==> config.mk <==
export PLATFORM = sky130hd
export DESIGN_NAME = msf_input_conditioner_flat
export DESIGN_NICKNAME = d
export VERILOG_FILES = /design/src/rtl/msf_pkg.sv /design/src/rtl/msf_input_conditioner_if.sv /design/src/rtl/sync_2ff.sv /design/src/rtl/msf_input_conditioner.sv /design/src/flat_wrapper.sv
export SDC_FILE = /design/constraint.sdc
export NUM_CORES = 1
export LEC_CHECK = 0
export ABC_AREA = 1
export ABC_CLOCK_PERIOD_IN_PS = 1590
export CORE_MARGIN = 4
export CORE_UTILIZATION = 57
export CTS_CLUSTER_DIAMETER = 200
export DETAILED_ROUTE_END_ITERATION = 12
export DONT_BUFFER_PORTS = 1
export PLACE_DENSITY_LB_ADDON = 0.2
export SLEW_MARGIN = 40
export SYNTH_ARGS = -nofsm -noshare
export SYNTH_HDL_FRONTEND = slang
export SYNTH_SLANG_ARGS = --single-unit
==> constraint.sdc <==
create_clock -name clk_i -period 1.59 [get_ports clk_i]
set_input_delay 0.2385 -clock clk_i [delete_from_list [all_inputs] [get_ports clk_i]]
set_output_delay 0.2385 -clock clk_i [all_outputs]
set_load 0.005 [all_outputs]
==> src/rtl/msf_pkg.sv <==
// Shared constants and helpers for the MSF receiver front end.
package msf_pkg;

  localparam int unsigned CLK_FREQ_DEF   = 12500;
  localparam int unsigned FILTER_LEN_DEF = 16;
  localparam int unsigned MIN_SEC_MS_DEF = 900;
  localparam int unsigned MAX_SEC_MS_DEF = 1100;
  localparam int unsigned LOSS_MS_DEF    = 2000;

  // Registered output bundle of the conditioner.
  typedef struct packed {
    logic level;
    logic rise;
    logic fall;
    logic signal_ok;
  } cond_out_t;

  // Converts a millisecond window to clock cycles; 64-bit product avoids overflow.
  function automatic int unsigned ms_to_cycles(input int unsigned clk_freq,
                                               input int unsigned ms);
    longint unsigned prod;
    prod = 64'(clk_freq) * 64'(ms);
    return 32'(prod / 64'd1000);
  endfunction

endpackage

==> src/rtl/msf_input_conditioner_if.sv <==
// Receiver-side signal bundle between the raw MSF pin and the bit sampler.
interface msf_input_conditioner_if;

  logic data_i;
  logic invert_i;
  logic data_o;
  logic rise_o;
  logic fall_o;
  logic signal_ok_o;

  modport master (
    output data_i,
    output invert_i,
    input  data_o,
    input  rise_o,
    input  fall_o,
    input  signal_ok_o
  );

  modport slave (
    input  data_i,
    input  invert_i,
    output data_o,
    output rise_o,
    output fall_o,
    output signal_ok_o
  );

endinterface

==> src/rtl/sync_2ff.sv <==
// Two-flop synchroniser for a single asynchronous bit; resets to 0.
module sync_2ff (
  input  logic clk_i,
  input  logic rst_ni,
  input  logic d_i,
  output logic q_o
);

  logic s1_q;
  logic s2_q;

  always_ff @(posedge clk_i or negedge rst_ni) begin
    if (!rst_ni) begin
      s1_q <= 1'b0;
      s2_q <= 1'b0;
    end else begin
      s1_q <= d_i;
      s2_q <= s1_q;
    end
  end

  assign q_o = s2_q;

endmodule

==> src/rtl/msf_input_conditioner.sv <==
// MSF input conditioner: synchronise, glitch-filter with a hysteretic integrator,
// emit edge pulses and a second-interval health flag.
module msf_input_conditioner
  import msf_pkg::*;
#(
  parameter int unsigned CLK_FREQ   = CLK_FREQ_DEF,
  parameter int unsigned FILTER_LEN = FILTER_LEN_DEF,
  parameter int unsigned MIN_SEC_MS = MIN_SEC_MS_DEF,
  parameter int unsigned MAX_SEC_MS = MAX_SEC_MS_DEF,
  parameter int unsigned LOSS_MS    = LOSS_MS_DEF
) (
  input logic                     clk_i,
  input logic                     rst_ni,
  msf_input_conditioner_if.slave  bus
);

  localparam int unsigned CNT_W    = $clog2(FILTER_LEN);
  localparam int unsigned MIN_CYC  = ms_to_cycles(CLK_FREQ, MIN_SEC_MS);
  localparam int unsigned MAX_CYC  = ms_to_cycles(CLK_FREQ, MAX_SEC_MS);
  localparam int unsigned LOSS_CYC = ms_to_cycles(CLK_FREQ, LOSS_MS);
  localparam int unsigned TMR_W    = $clog2(LOSS_CYC + 1);

  localparam logic [CNT_W-1:0] CNT_TOP = CNT_W'(FILTER_LEN - 1);
  localparam logic [TMR_W-1:0] TMR_SAT = TMR_W'(LOSS_CYC);
  localparam logic [TMR_W-1:0] TMR_MIN = TMR_W'(MIN_CYC);
  localparam logic [TMR_W-1:0] TMR_MAX = TMR_W'(MAX_CYC);

  logic             raw_c;
  logic             s2;
  logic [CNT_W-1:0] cnt_q;
  logic [CNT_W-1:0] cnt_d;
  logic [TMR_W-1:0] tmr_q;
  logic [TMR_W-1:0] tmr_d;
  cond_out_t        out_q;
  cond_out_t        out_d;

  // Polarity is applied ahead of the synchroniser so an invert change behaves like any input edge.
  assign raw_c = bus.data_i ^ bus.invert_i;

  sync_2ff u_sync (
    .clk_i  (clk_i),
    .rst_ni (rst_ni),
    .d_i    (raw_c),
    .q_o    (s2)
  );

  // Saturating up/down integrator; data_o only moves when a rail is reached.
  always_comb begin
    cnt_d = cnt_q;
    if (s2 && (cnt_q != CNT_TOP)) begin
      cnt_d = cnt_q + CNT_W'(1);
    end else if (!s2 && (cnt_q != '0)) begin
      cnt_d = cnt_q - CNT_W'(1);
    end
  end

  // Output level, edge pulses, interval timer and health flag.
  always_comb begin
    out_d      = out_q;
    out_d.rise = 1'b0;
    out_d.fall = 1'b0;
    tmr_d      = tmr_q;

    if ((cnt_d == CNT_TOP) && !out_q.level) begin
      out_d.level = 1'b1;
      out_d.rise  = 1'b1;
    end else if ((cnt_d == '0) && out_q.level) begin
      out_d.level = 1'b0;
      out_d.fall  = 1'b1;
    end

    // Timer restarts the cycle after a rise pulse, otherwise counts up to the loss limit.
    if (out_q.rise) begin
      tmr_d = '0;
    end else if (tmr_q != TMR_SAT) begin
      tmr_d = tmr_q + TMR_W'(1);
    end

    // A rise judges the interval just ended and takes precedence over loss.
    if (out_d.rise) begin
      out_d.signal_ok = (tmr_q >= TMR_MIN) && (tmr_q <= TMR_MAX);
    end else if (tmr_d == TMR_SAT) begin
      out_d.signal_ok = 1'b0;
    end
  end

  always_ff @(posedge clk_i or negedge rst_ni) begin
    if (!rst_ni) begin
      cnt_q <= '0;
      tmr_q <= '0;
      out_q <= '0;
    end else begin
      cnt_q <= cnt_d;
      tmr_q <= tmr_d;
      out_q <= out_d;
    end
  end

  assign bus.data_o      = out_q.level;
  assign bus.rise_o      = out_q.rise;
  assign bus.fall_o      = out_q.fall;
  assign bus.signal_ok_o = out_q.signal_ok;

endmodule

==> src/flat_wrapper.sv <==
// flat-port wrapper written by rule: the top's interface ports become plain ports
module msf_input_conditioner_flat import msf_pkg::*;
#(
  parameter int unsigned CLK_FREQ   = CLK_FREQ_DEF,
  parameter int unsigned FILTER_LEN = FILTER_LEN_DEF,
  parameter int unsigned MIN_SEC_MS = MIN_SEC_MS_DEF,
  parameter int unsigned MAX_SEC_MS = MAX_SEC_MS_DEF,
  parameter int unsigned LOSS_MS    = LOSS_MS_DEF
)
  (clk_i, rst_ni, bus_data_i, bus_invert_i, bus_data_o, bus_rise_o, bus_fall_o, bus_signal_ok_o);
  msf_input_conditioner_if bus_i ();
  input logic clk_i;
  input logic rst_ni;
  input wire logic [$bits(bus_i.data_i)-1:0] bus_data_i;
  input wire logic [$bits(bus_i.invert_i)-1:0] bus_invert_i;
  output wire logic [$bits(bus_i.data_o)-1:0] bus_data_o;
  output wire logic [$bits(bus_i.rise_o)-1:0] bus_rise_o;
  output wire logic [$bits(bus_i.fall_o)-1:0] bus_fall_o;
  output wire logic [$bits(bus_i.signal_ok_o)-1:0] bus_signal_ok_o;
  assign bus_i.data_i = bus_data_i;
  assign bus_i.invert_i = bus_invert_i;
  assign bus_data_o = bus_i.data_o;
  assign bus_rise_o = bus_i.rise_o;
  assign bus_fall_o = bus_i.fall_o;
  assign bus_signal_ok_o = bus_i.signal_ok_o;
  msf_input_conditioner #(.CLK_FREQ(CLK_FREQ), .FILTER_LEN(FILTER_LEN), .MIN_SEC_MS(MIN_SEC_MS), .MAX_SEC_MS(MAX_SEC_MS), .LOSS_MS(LOSS_MS)) u_core (.clk_i(clk_i), .rst_ni(rst_ni), .bus(bus_i));
endmodule
==> flow_summary.toml, run 1 <==
[status]
status = "finished, violations left"
violations = "setup timing"

[drt]
wire_per_inst_um = 14.0
vias_per_cell = 5.42
remaining_drc_errors = 0
first_iter_violations = 137
firstDrtPassIters = 4
ant_nets = 0
vias = 1680
wl_um = 4350

[synth]
synthesis.nets = 248
avgSynthCellArea_um2 = 7.23
synthesis.area_mm2 = 0.00173
ys_types = 26
synth_area_leaders = "dfrtp_1 36%, nand2_1 12%, nand3_1 9.3%"
ys_seq_area_share_pct = 36.2
synth_ff_type = "dfrtp_1"
synth-async-reset-ratio_pct = 100
synthTopCellsByCount = "57 x nand2_1, 42 x inv_1, 32 x nand3_1, 25 x dfrtp_1, 21 x nor2_1"
synthCells = 239
synth_top_area_share_pct = 36.2
yosysMostFrequentCell = "nand2_1"
yosysWarnings = 0
postSynthRegisterBits = 25
synth_edf_count = 0
synth_top_area_cell = "dfrtp_1"

[floorplan]
start_util_pct = 61.1
coreArea_mm2 = 0.00283
pin_count = 8
num_rows = 19
fp.dieArea_mm2 = 0.00398
die_y_um = 63.1
dieWidth_um = 63.1

[timing]
min_period_ns = 1.69
setup_ws_ns = -0.101
setup_viol = 3
slew_violations = 0
min_period_over_period_pct = 106
final-hold-violation-count = 0
whs_ns = 0.348
finalClockSkew_ns = 0.0108
tightestPinTransition_ns = 0.260
fmax_mhz = 591
rsz0062_at_grt = "yes"
timing.slew.headroom_pct = 82.6

[global_routing]
antenna_found_initial = 0
grt_max_degree = 26
grt_overflow = 0
track_usage_pct = 21.5
grt_pass1_wl_um = 6910
grt_pass1_vias = 1543

[cts]
cts_root_buffer = "clkbuf_4"
clk_pin_slew_ns = 0.14
cts_tree = "yes"
cts.htree.levels = 1
clk_latency_ns = 0.32
cts_inserted_buffers = 3
cts_buffer_depth = 2
cts.sinks = 25

[worst_setup_path]
start_kind = "flip-flop"
crit_required_ns = 1.83
reg2reg_slack_ns = -0.10
crit_slowest_cell = "dfrtp_2"
crit_top_cell = "nand2_1"
crit_family = "simple AND/OR/NAND/NOR gates"
cpPeakStageDelay_ns = 0.46
path_class = "reg -> reg"
crit_buf_inv = 2
cp_cell_sequence = "inv_2 > ha_4 > nand3_4 > nand3_2 > nand2_1 > nand2_1 > nand2_2 > inv_2 > nand3_2 > nor2_4 > nor2_1 > nand2_1 > nand2_1"
cp_max_fo = 3
end_kind = "flip-flop"
worstPathArrival_ns = 1.93

[cells_and_area]
insertedDiodeCount = 0
areaGrowthSynthToFinish_pct = 31.8
fill_cells = 182
utilization_pct = 80.6
seq_area_um2 = 639
drive_gt1_share_pct = 39.8
multi_input_area_mm2 = 0.00110
stdcell_area_mm2 = 0.00228
finalNetCount = 289

[placement]
post_dp_cell_area_mm2 = 0.00194
routabilityCongestion = 0.980
dp_hpwl_um = 2890
port_buffers = 0

[power]
p_leak_nw = 1.09
irDropWorstVdd_mv = 1.26
p_int_mw = 1.82
p_sw_mw = 1.54
power_frac_comb_pct = 58.6
powerDensity_mw_per_mm2 = 1470
switching_share_pct = 45.8
clkPwrFrac_pct = 8.5
p_seq_share_pct = 32.9

[hold_path]
hold_class = "in -> async"

[run]
maxCapViolCount = 0
## cell usage in the layout (no fill, tap or decap)
cell	Yosys	routed
a21oi_1	5	5
a311oi_1	1	1
buf_12	0	1
buf_4	0	35
clkbuf_4	1	3
clkinv_2	0	1
dfrtp_1	25	14
dfrtp_2	0	11
dlygate4sd3_1	0	3
ha_1	5	1
ha_4	0	4
inv_1	42	37
inv_2	1	6
nand2_1	57	51
nand2_2	5	10
nand2_4	2	3
nand3_1	32	19
nand3_2	5	15
nand3_4	0	3
nand3b_1	1	1
nand4_1	6	6
nor2_1	21	16
nor2_2	5	9
nor2_4	6	7
nor3_1	2	2
nor4_1	2	2
o211ai_1	2	2
o21ai_0	6	4
o21ai_1	0	2
o21ai_2	1	1
or2_2	1	1
xor2_1	2	2
xor2_4	1	1
## area by class of cell
type,instances,area share (%)
clock buffers,3,0.988
flip-flops and latches,25,28.0
well taps,31,1.70
multi-input cells,168,48.2
repair buffers,39,13.7
clock inverters,1,0.220
inverters,43,7.08
## through the flow
stage	TNS, ns	cells	power (mW)	setup WS, ns
after global placement	-0.0920	292	2.49	-0.0920
after global routing	-0.413	310	3.63	-0.215
after CTS	-0.0236	302	2.98	-0.0236
after floorplan	0	239	1.95	0.00802
after detailed placement	-0.0788	292	2.52	-0.0656
final	-0.138	310	3.36	-0.101
## path summary, 6_finish.rpt
path	start	endpoint	depth (start not counted)
max	u_core.cnt_q[0]	u_core.bus.signal_ok_o	13
min	rst_ni	u_core.bus.rise_o	2
max reg2reg	u_core.cnt_q[0]	u_core.bus.signal_ok_o	13
min reg2reg	u_core.u_sync.s1_q	u_core.u_sync.q_o	0
max in group asynchronous	rst_ni	u_core.tmr_q[3]	2
min in group clk_i	u_core.u_sync.s1_q	u_core.u_sync.q_o	0
## cell families after synthesis
| group | share of synthesized area [%] |
|---|---|
| AND/OR/NAND/NOR | 42.2 |
| buffers and inverters | 10.3 |
| flip-flops | 36.2 |
| AO/OA/AOI/OAI | 5.06 |
| adder cells (fa/ha/maj) | 3.62 |
| XOR/XNOR | 2.61 |
## what timing repair did
action                                  CTS  global route
hold buffers                              4             0
gates resized for setup                  20            34
endpoints found under the setup margin    2             5
buffers inserted                          2             8
pin swaps                                 8            15
hold endpoints to repair                 26             0
## flip-flops by register name, summed over array words and instances (netlist names)
register	count
u_core.tmr_q	15
u_core.cnt_q	4
u_core.bus.data_o	1
u_core.bus.fall_o	1
u_core.bus.rise_o	1
u_core.bus.signal_ok_o	1
u_core.u_sync.q_o	1
u_core.u_sync.s1_q	1
## metal layers
layer  part of all wire (%)  vias to the layer above  global-route usage (%)
met1                     43                      777                    29.8
met4                    1.3                        0                    7.16
met5                      0                        -                       0
met2                     49                       56                    34.0
met3                    6.5                        9                    3.73
li1                       -                      838                       -
## power by group through the flow
stage	registers (mW)	clock network, mW	logic, mW
finish	1.10	0.286	1.97
CTS	1.05	0.302	1.63
global route	1.13	0.338	2.16
floorplan	1.02	0	0.930
global placement	1.02	0	1.47
detailed placement	1.02	0	1.50
Note: power is estimated with default switching activity, not from simulation.
==> run 2, diff against run 1 <==
==> constraint.sdc (replaced) <==
create_clock -name clk_i -period 1.59 [get_ports clk_i]
set_input_delay 0.2385 -clock clk_i [delete_from_list [all_inputs] [get_ports clk_i]]
set_output_delay 0.2385 -clock clk_i [all_outputs]
set_load 0.02 [all_outputs]
==> run 2 against run 1 <==
  * The run still ends with setup timing left
  * Clock power rose by 2%
  * Critical path depth stayed put
  * Sequential share of layout area grew 0.33 points
  * Sequential power is essentially flat
  * First-iteration DRC count fell by 19%
  * Die area did not move
  * Worst setup slack worse by 0.0030 ns
  * Via count is 0.12% lower
  * Core utilization shrank 1.7 points
  * Clock-buffer cell count is 1 higher
==> flow_summary.toml, run 2 (synthesized netlist as in run 1, its figures left out) <==
[timing]
min_period_ns = 1.69
rsz0062_at_grt = "yes"
slew_violations = 0
finalClockSkew_ns = 0.0108
setup_viol = 3
final-hold-violation-count = 0
timing.slew.headroom_pct = 81.8
whs_ns = 0.318
setup_ws_ns = -0.104
fmax_mhz = 590
min_period_over_period_pct = 107
tightestPinTransition_ns = 0.270

[power]
switching_share_pct = 46.5
power_frac_comb_pct = 59.1
p_sw_mw = 1.58
clkPwrFrac_pct = 8.6
irDropWorstVdd_mv = 1.11
powerDensity_mw_per_mm2 = 1520
p_seq_share_pct = 32.3
p_leak_nw = 1.08
p_int_mw = 1.82

[drt]
first_iter_violations = 111
ant_nets = 0
firstDrtPassIters = 4
vias_per_cell = 5.47
vias = 1678
wire_per_inst_um = 14.6
wl_um = 4480
remaining_drc_errors = 0

[cells_and_area]
final_common_cell = "nand2_1"
mostFrequentLayoutCells = "53 x nand2_1, 38 x inv_1, 31 x buf_4"
largest_reg_flops = 15
areaGrowthSynthToFinish_pct = 29.0
finalNetCount = 286
insertedDiodeCount = 0
fill_cells = 189
reg_top3 = "u_core.tmr_q: 15 flops, u_core.cnt_q: 4 flops"
stdcell_area_mm2 = 0.00223
utilization_pct = 78.9
drive_gt1_share_pct = 35.1
fin_cells = 307
regMostFlops = "u_core.tmr_q"

[run]
maxCapViolCount = 0

[global_routing]
grt_pass1_vias = 1627
grt_pass1_wl_um = 7270
antenna_found_initial = 0
grt_overflow = 0
grt_max_degree = 26
track_usage_pct = 22.7

[placement]
dp_hpwl_um = 2950
routabilityCongestion = 0.987
port_buffers = 0
post_dp_cell_area_mm2 = 0.00194
dp.cells = 292

[floorplan]
die_y_um = 63.1
fp.dieArea_mm2 = 0.00398
dieWidth_um = 63.1
pin_count = 8
coreArea_mm2 = 0.00283
start_util_pct = 61.1
num_rows = 19

[worst_setup_path]
crit_buf_inv = 0
crit_family = "simple AND/OR/NAND/NOR gates"
crit_slowest_cell = "dfrtp_1"
path_class = "reg -> reg"
end_kind = "flip-flop"
crit_required_ns = 1.82
worstPathArrival_ns = 1.93
cp_max_fo = 4
cp_cell_sequence = "ha_2 > nand3_4 > nand2_4 > nand2_2 > o21ai_2 > nand2_1 > nand2_2 > nand2_2 > nand2_4 > nor2_4 > nor2_2 > nand2_1 > nand2_1"
start_kind = "flip-flop"
cpPeakStageDelay_ns = 0.44

[cts]
cts_tree = "yes"
cts_buffer_depth = 2
cts_root_buffer = "clkbuf_4"
cts_inserted_buffers = 3
clk_pin_slew_ns = 0.14
cts.htree.levels = 1
clk_latency_ns = 0.33
cts.sinks = 25

[status]
status = "finished, violations left"
violations = "setup timing"

[hold_path]
hold_class = "in -> async"
## run 2: worst register-to-register path, cell delays in order (launching register included)
cell and delay, ns:
dfrtp_1 0.44, ha_2 0.22, nand3_4 0.10, nand2_4 0.08, nand2_2 0.07, o21ai_2 0.06
nand2_1 0.09, nand2_2 0.07, nand2_2 0.10, nand2_4 0.06, nor2_4 0.15, nor2_2 0.05
nand2_1 0.06, nand2_1 0.06
## run 2: path summary, 6_finish.rpt
check | start | to | slack, ns | depth (start not counted)
max in group asynchronous | rst_ni | u_core.tmr_q[1] | 1.10 | 2
min in group clk_i | u_core.u_sync.s1_q | u_core.u_sync.q_o | 0.37 | 0
max | u_core.cnt_q[1] | u_core.bus.signal_ok_o | -0.10 | 13
min reg2reg | u_core.u_sync.s1_q | u_core.u_sync.q_o | 0.37 | 0
min | rst_ni | u_core.cnt_q[2] | 0.32 | 2
max reg2reg | u_core.cnt_q[1] | u_core.bus.signal_ok_o | -0.10 | 13
## run 2: power groups by stage
| stage | Combinational (mW) | Sequential (mW) | Clock (mW) |
|---|---|---|---|
| finish | 2.01 | 1.10 | 0.292 |
| global route | 2.19 | 1.12 | 0.319 |
| CTS | 1.69 | 1.05 | 0.291 |
| detailed placement | 1.52 | 1.04 | 0 |
| global placement | 1.48 | 1.04 | 0 |
| floorplan | 0.930 | 1.04 | 0 |
## run 2: cell type report
class | instances | area, um2 | share of cell area (%)
repair buffers | 36 | 294 | 13.2
well taps | 31 | 38.8 | 1.74
flip-flops and latches | 25 | 633 | 28.4
clock buffers | 4 | 26.3 | 1.18
multi-input cells | 168 | 1080 | 48.3
inverters | 43 | 161 | 7.24
## run 2: what timing repair did
| action | in CTS | in global routing |
|---|---|---|
| hold buffers | 4 | 0 |
| gates resized for setup | 13 | 31 |
| pin swaps | 10 | 18 |
| endpoints found under the hold margin | 26 | 0 |
| setup endpoints to repair | 2 | 5 |
| buffers inserted | 4 | 3 |
## run 2: metrics by stage
step	setup slack, ns	TNS, ns	total power, mW
final	-0.104	-0.162	3.39
after global routing	-0.232	-0.638	3.64
after CTS	-0.0631	-0.118	3.03
after detailed placement	-0.0680	-0.123	2.56
after global placement	-0.0913	-0.0913	2.52
after floorplan	0.00802	0	1.97
## run 2: layer usage
layer  part of all wire, %  wire [um]  GRT usage, %  vias to the layer above
li1                      -          -             -                      836
met1                    43       1930          30.5                      776
met2                    49       2210          37.9                       57
met3                   5.4        240          3.02                        9
met4                   2.1         95          7.16                        0
met5                     0          0             0                        -
==> run 3, diff against run 2 <==
--- a/config.mk
+++ b/config.mk
@@ -5,10 +5,9 @@
 export SDC_FILE = /design/constraint.sdc
 export NUM_CORES = 1
 export LEC_CHECK = 0
-export ABC_AREA = 1
 export ABC_CLOCK_PERIOD_IN_PS = 1590
 export CORE_MARGIN = 4
-export CORE_UTILIZATION = 57
+export CORE_UTILIZATION = 56
 export CTS_CLUSTER_DIAMETER = 200
 export DETAILED_ROUTE_END_ITERATION = 12
 export DONT_BUFFER_PORTS = 1
==> run 3 against run 2 <==
  * The run still ends with setup timing left
  * Hold slack worse by 0.025 ns
  * First-iteration DRC count up 64%
  * Worst setup slack got worse by 0.49 ns
  * Largest power group unchanged
  * Clock-buffer cell count fell by 1
  * Sequential power is essentially flat
  * Global-route usage is 3.8 points higher
  * Cell area is 14% higher
  * Clock skew up 0.0038 ns
  * Fmax decreased by 22%
  * Core utilization rose by 14 points
  * Combinational power is 46% higher
  * Synthesized cell count decreased by 26%
==> flow_summary.toml, run 3 <==
[synth]
synth-async-reset-ratio_pct = 100
avgSynthCellArea_um2 = 9.02
synth_ff_type = "dfrtp_1"
postSynthRegisterBits = 25
synth_area_leaders = "dfrtp_1 39%, nor2_1 5.0%, xnor2_1 4.4%"
yosysMostFrequentCell = "dfrtp_1"
synth_top_area_cell = "dfrtp_1"
synth_top_area_share_pct = 39.4
synthTopCellsByCount = "25 x dfrtp_1, 21 x nor2_1, 11 x clkbuf_1, 11 x inv_1"
ys_types = 43
synthesis.area_mm2 = 0.00159
ys_seq_area_share_pct = 39.4
synthesis.nets = 185
synth_edf_count = 0
yosysWarnings = 0
synthCells = 176

[drt]
wl_um = 6110
wire_per_inst_um = 21.8
vias_per_cell = 6.40
remaining_drc_errors = 0
vias = 1791
first_iter_violations = 182
firstDrtPassIters = 4
ant_nets = 0

[cts]
clk_latency_ns = 0.35
cts.htree.levels = 1
clk_pin_slew_ns = 0.16
cts_inserted_buffers = 3
cts.sinks = 25
cts_tree = "yes"
cts_buffer_depth = 2
cts_root_buffer = "clkbuf_4"

[worst_setup_path]
path_class = "reg -> reg"
cp_max_fo = 4
end_kind = "flip-flop"
start_kind = "flip-flop"
worstPathArrival_ns = 2.47
crit_required_ns = 1.87
reg2reg_slack_ns = -0.59

[timing]
timing.slew.headroom_pct = 70.2
finalClockSkew_ns = 0.0146
tightestPinTransition_ns = 0.436
slew_violations = 0
setup_ws_ns = -0.593
whs_ns = 0.293
rsz0062_at_grt = "yes"
setup_tns_ns = -2.47
final-hold-violation-count = 0
min_period_over_period_pct = 137
fmax_mhz = 458
setup_viol = 14
min_period_ns = 2.18

[hold_path]
hold_class = "in -> async"

[cells_and_area]
finalNetCount = 259
reg_top3 = "u_core.tmr_q: 15 flops, u_core.cnt_q: 4 flops"
mostFrequentLayoutCells = "67 x buf_4, 18 x nor2_1, 17 x dfrtp_1"
final_common_cell = "buf_4"
stdcell_area_mm2 = 0.00255
regMostFlops = "u_core.tmr_q"
fin_cells = 280
insertedDiodeCount = 0
largest_reg_flops = 15
drive_gt1_share_pct = 54.6
areaGrowthSynthToFinish_pct = 60.4

[global_routing]
track_usage_pct = 26.5
grt_pass1_vias = 1575
grt_pass1_wl_um = 7380
use_met3_pct = 5.66
busiest_layer = "met2"
antenna_found_initial = 0
grt_use_met2_pct = 41.4
grt_overflow = 0
grt_max_degree = 26
grt_use_met1_pct = 37.0

[placement]
routabilityCongestion = 0.892
dp_hpwl_um = 3080
port_buffers = 0
post_dp_cell_area_mm2 = 0.00202
dp.cells = 253

[floorplan]
pin_count = 8
start_util_pct = 58.1
num_rows = 19
coreArea_mm2 = 0.00273
fp.dieArea_mm2 = 0.00375
die_y_um = 61.2
dieWidth_um = 61.2

[power]
powerDensity_mw_per_mm2 = 1720
p_leak_nw = 1.14
irDropWorstVdd_mv = 2.49
fin_total_pwr_mw = 4.37

[status]
status = "finished, violations left"
violations = "setup timing"

[run]
maxCapViolCount = 0
[run 3: cell types whose count changed after synthesis, moves of 6 or more]
cell      delta
nand3_1     -25
nand2_1     -47
nor2_4       -6
xor2_1       +6
clkbuf_1    +11
xnor2_1      +8
inv_1       -31
[run 3: stage by stage]
step | utilization [%] | setup WS (ns)
after floorplan | - | -0.424
after global placement | 73.8 | -0.438
after detailed placement | 73.8 | -0.490
after CTS | 81.5 | -0.524
after global routing | 93.2 | -0.651
final | 93.2 | -0.593
[run 3: per-layer routing]
layer	up-vias	share of wire (%)
met4	0	4.0
met5	-	0
met1	878	39
met2	116	49
met3	30	7.8
li1	767	-
[run 3: layout make-up]
class	instances	area, um2
multi-input combinational	127	1120
sequential	25	636
clock buffer	3	22.5
fill	90	186
tap	31	38.8
clock inverter	1	7.51
inverter	11	41.3
timing repair buffer	82	677
[run 3: report_power, final]
group / switching, mW / internal, mW
Clock: 0.222 / 0.0967
Combinational: 1.38 / 1.57
Sequential: 0.299 / 0.812
Total: 1.90 / 2.47
[run 3: cells by family (layout without fill, tap and decap cells)]
logic type	after synthesis	count (layout)	share of synthesized area [%]
xor+xnor	16	16	8.83
flops	25	25	39.4
fa+ha+maj	5	5	3.94
mux	3	3	1.89
buf+inv	24	97	6.62
compound gates	29	29	12.2
simple gates	74	74	27.1
[run 3: repair_timing]
action                                 in CTS  in global routing
endpoints found under the hold margin      26                  0
pin swaps                                   5                 10
hold buffers                                4                  0
setup endpoints to repair                  14                 16
buffers inserted                            4                 19
resized for setup                          24                 50
[run 3: path summary, 6_finish.rpt]
kind                                     from                      to  cells past startpoint
hold / removal                         rst_ni         u_core.cnt_q[0]                      2
setup reg to reg              u_core.cnt_q[0]  u_core.bus.signal_ok_o                      7
setup / recovery              u_core.cnt_q[0]  u_core.bus.signal_ok_o                      7
min in group clk_i         u_core.u_sync.s1_q       u_core.u_sync.q_o                      0
hold reg to reg            u_core.u_sync.s1_q       u_core.u_sync.q_o                      0
max in group asynchronous              rst_ni         u_core.tmr_q[8]                      2
[run 3: worst max-delay path, cell delays in order (launching register included)]
cell and delay, ns:
dfrtp_2 0.49, ha_4 0.19, and3_1 0.16, a22o_2 0.28, xnor2_2 0.15, or3_4 0.39, nor3b_4 0.24, mux2i_1 0.22
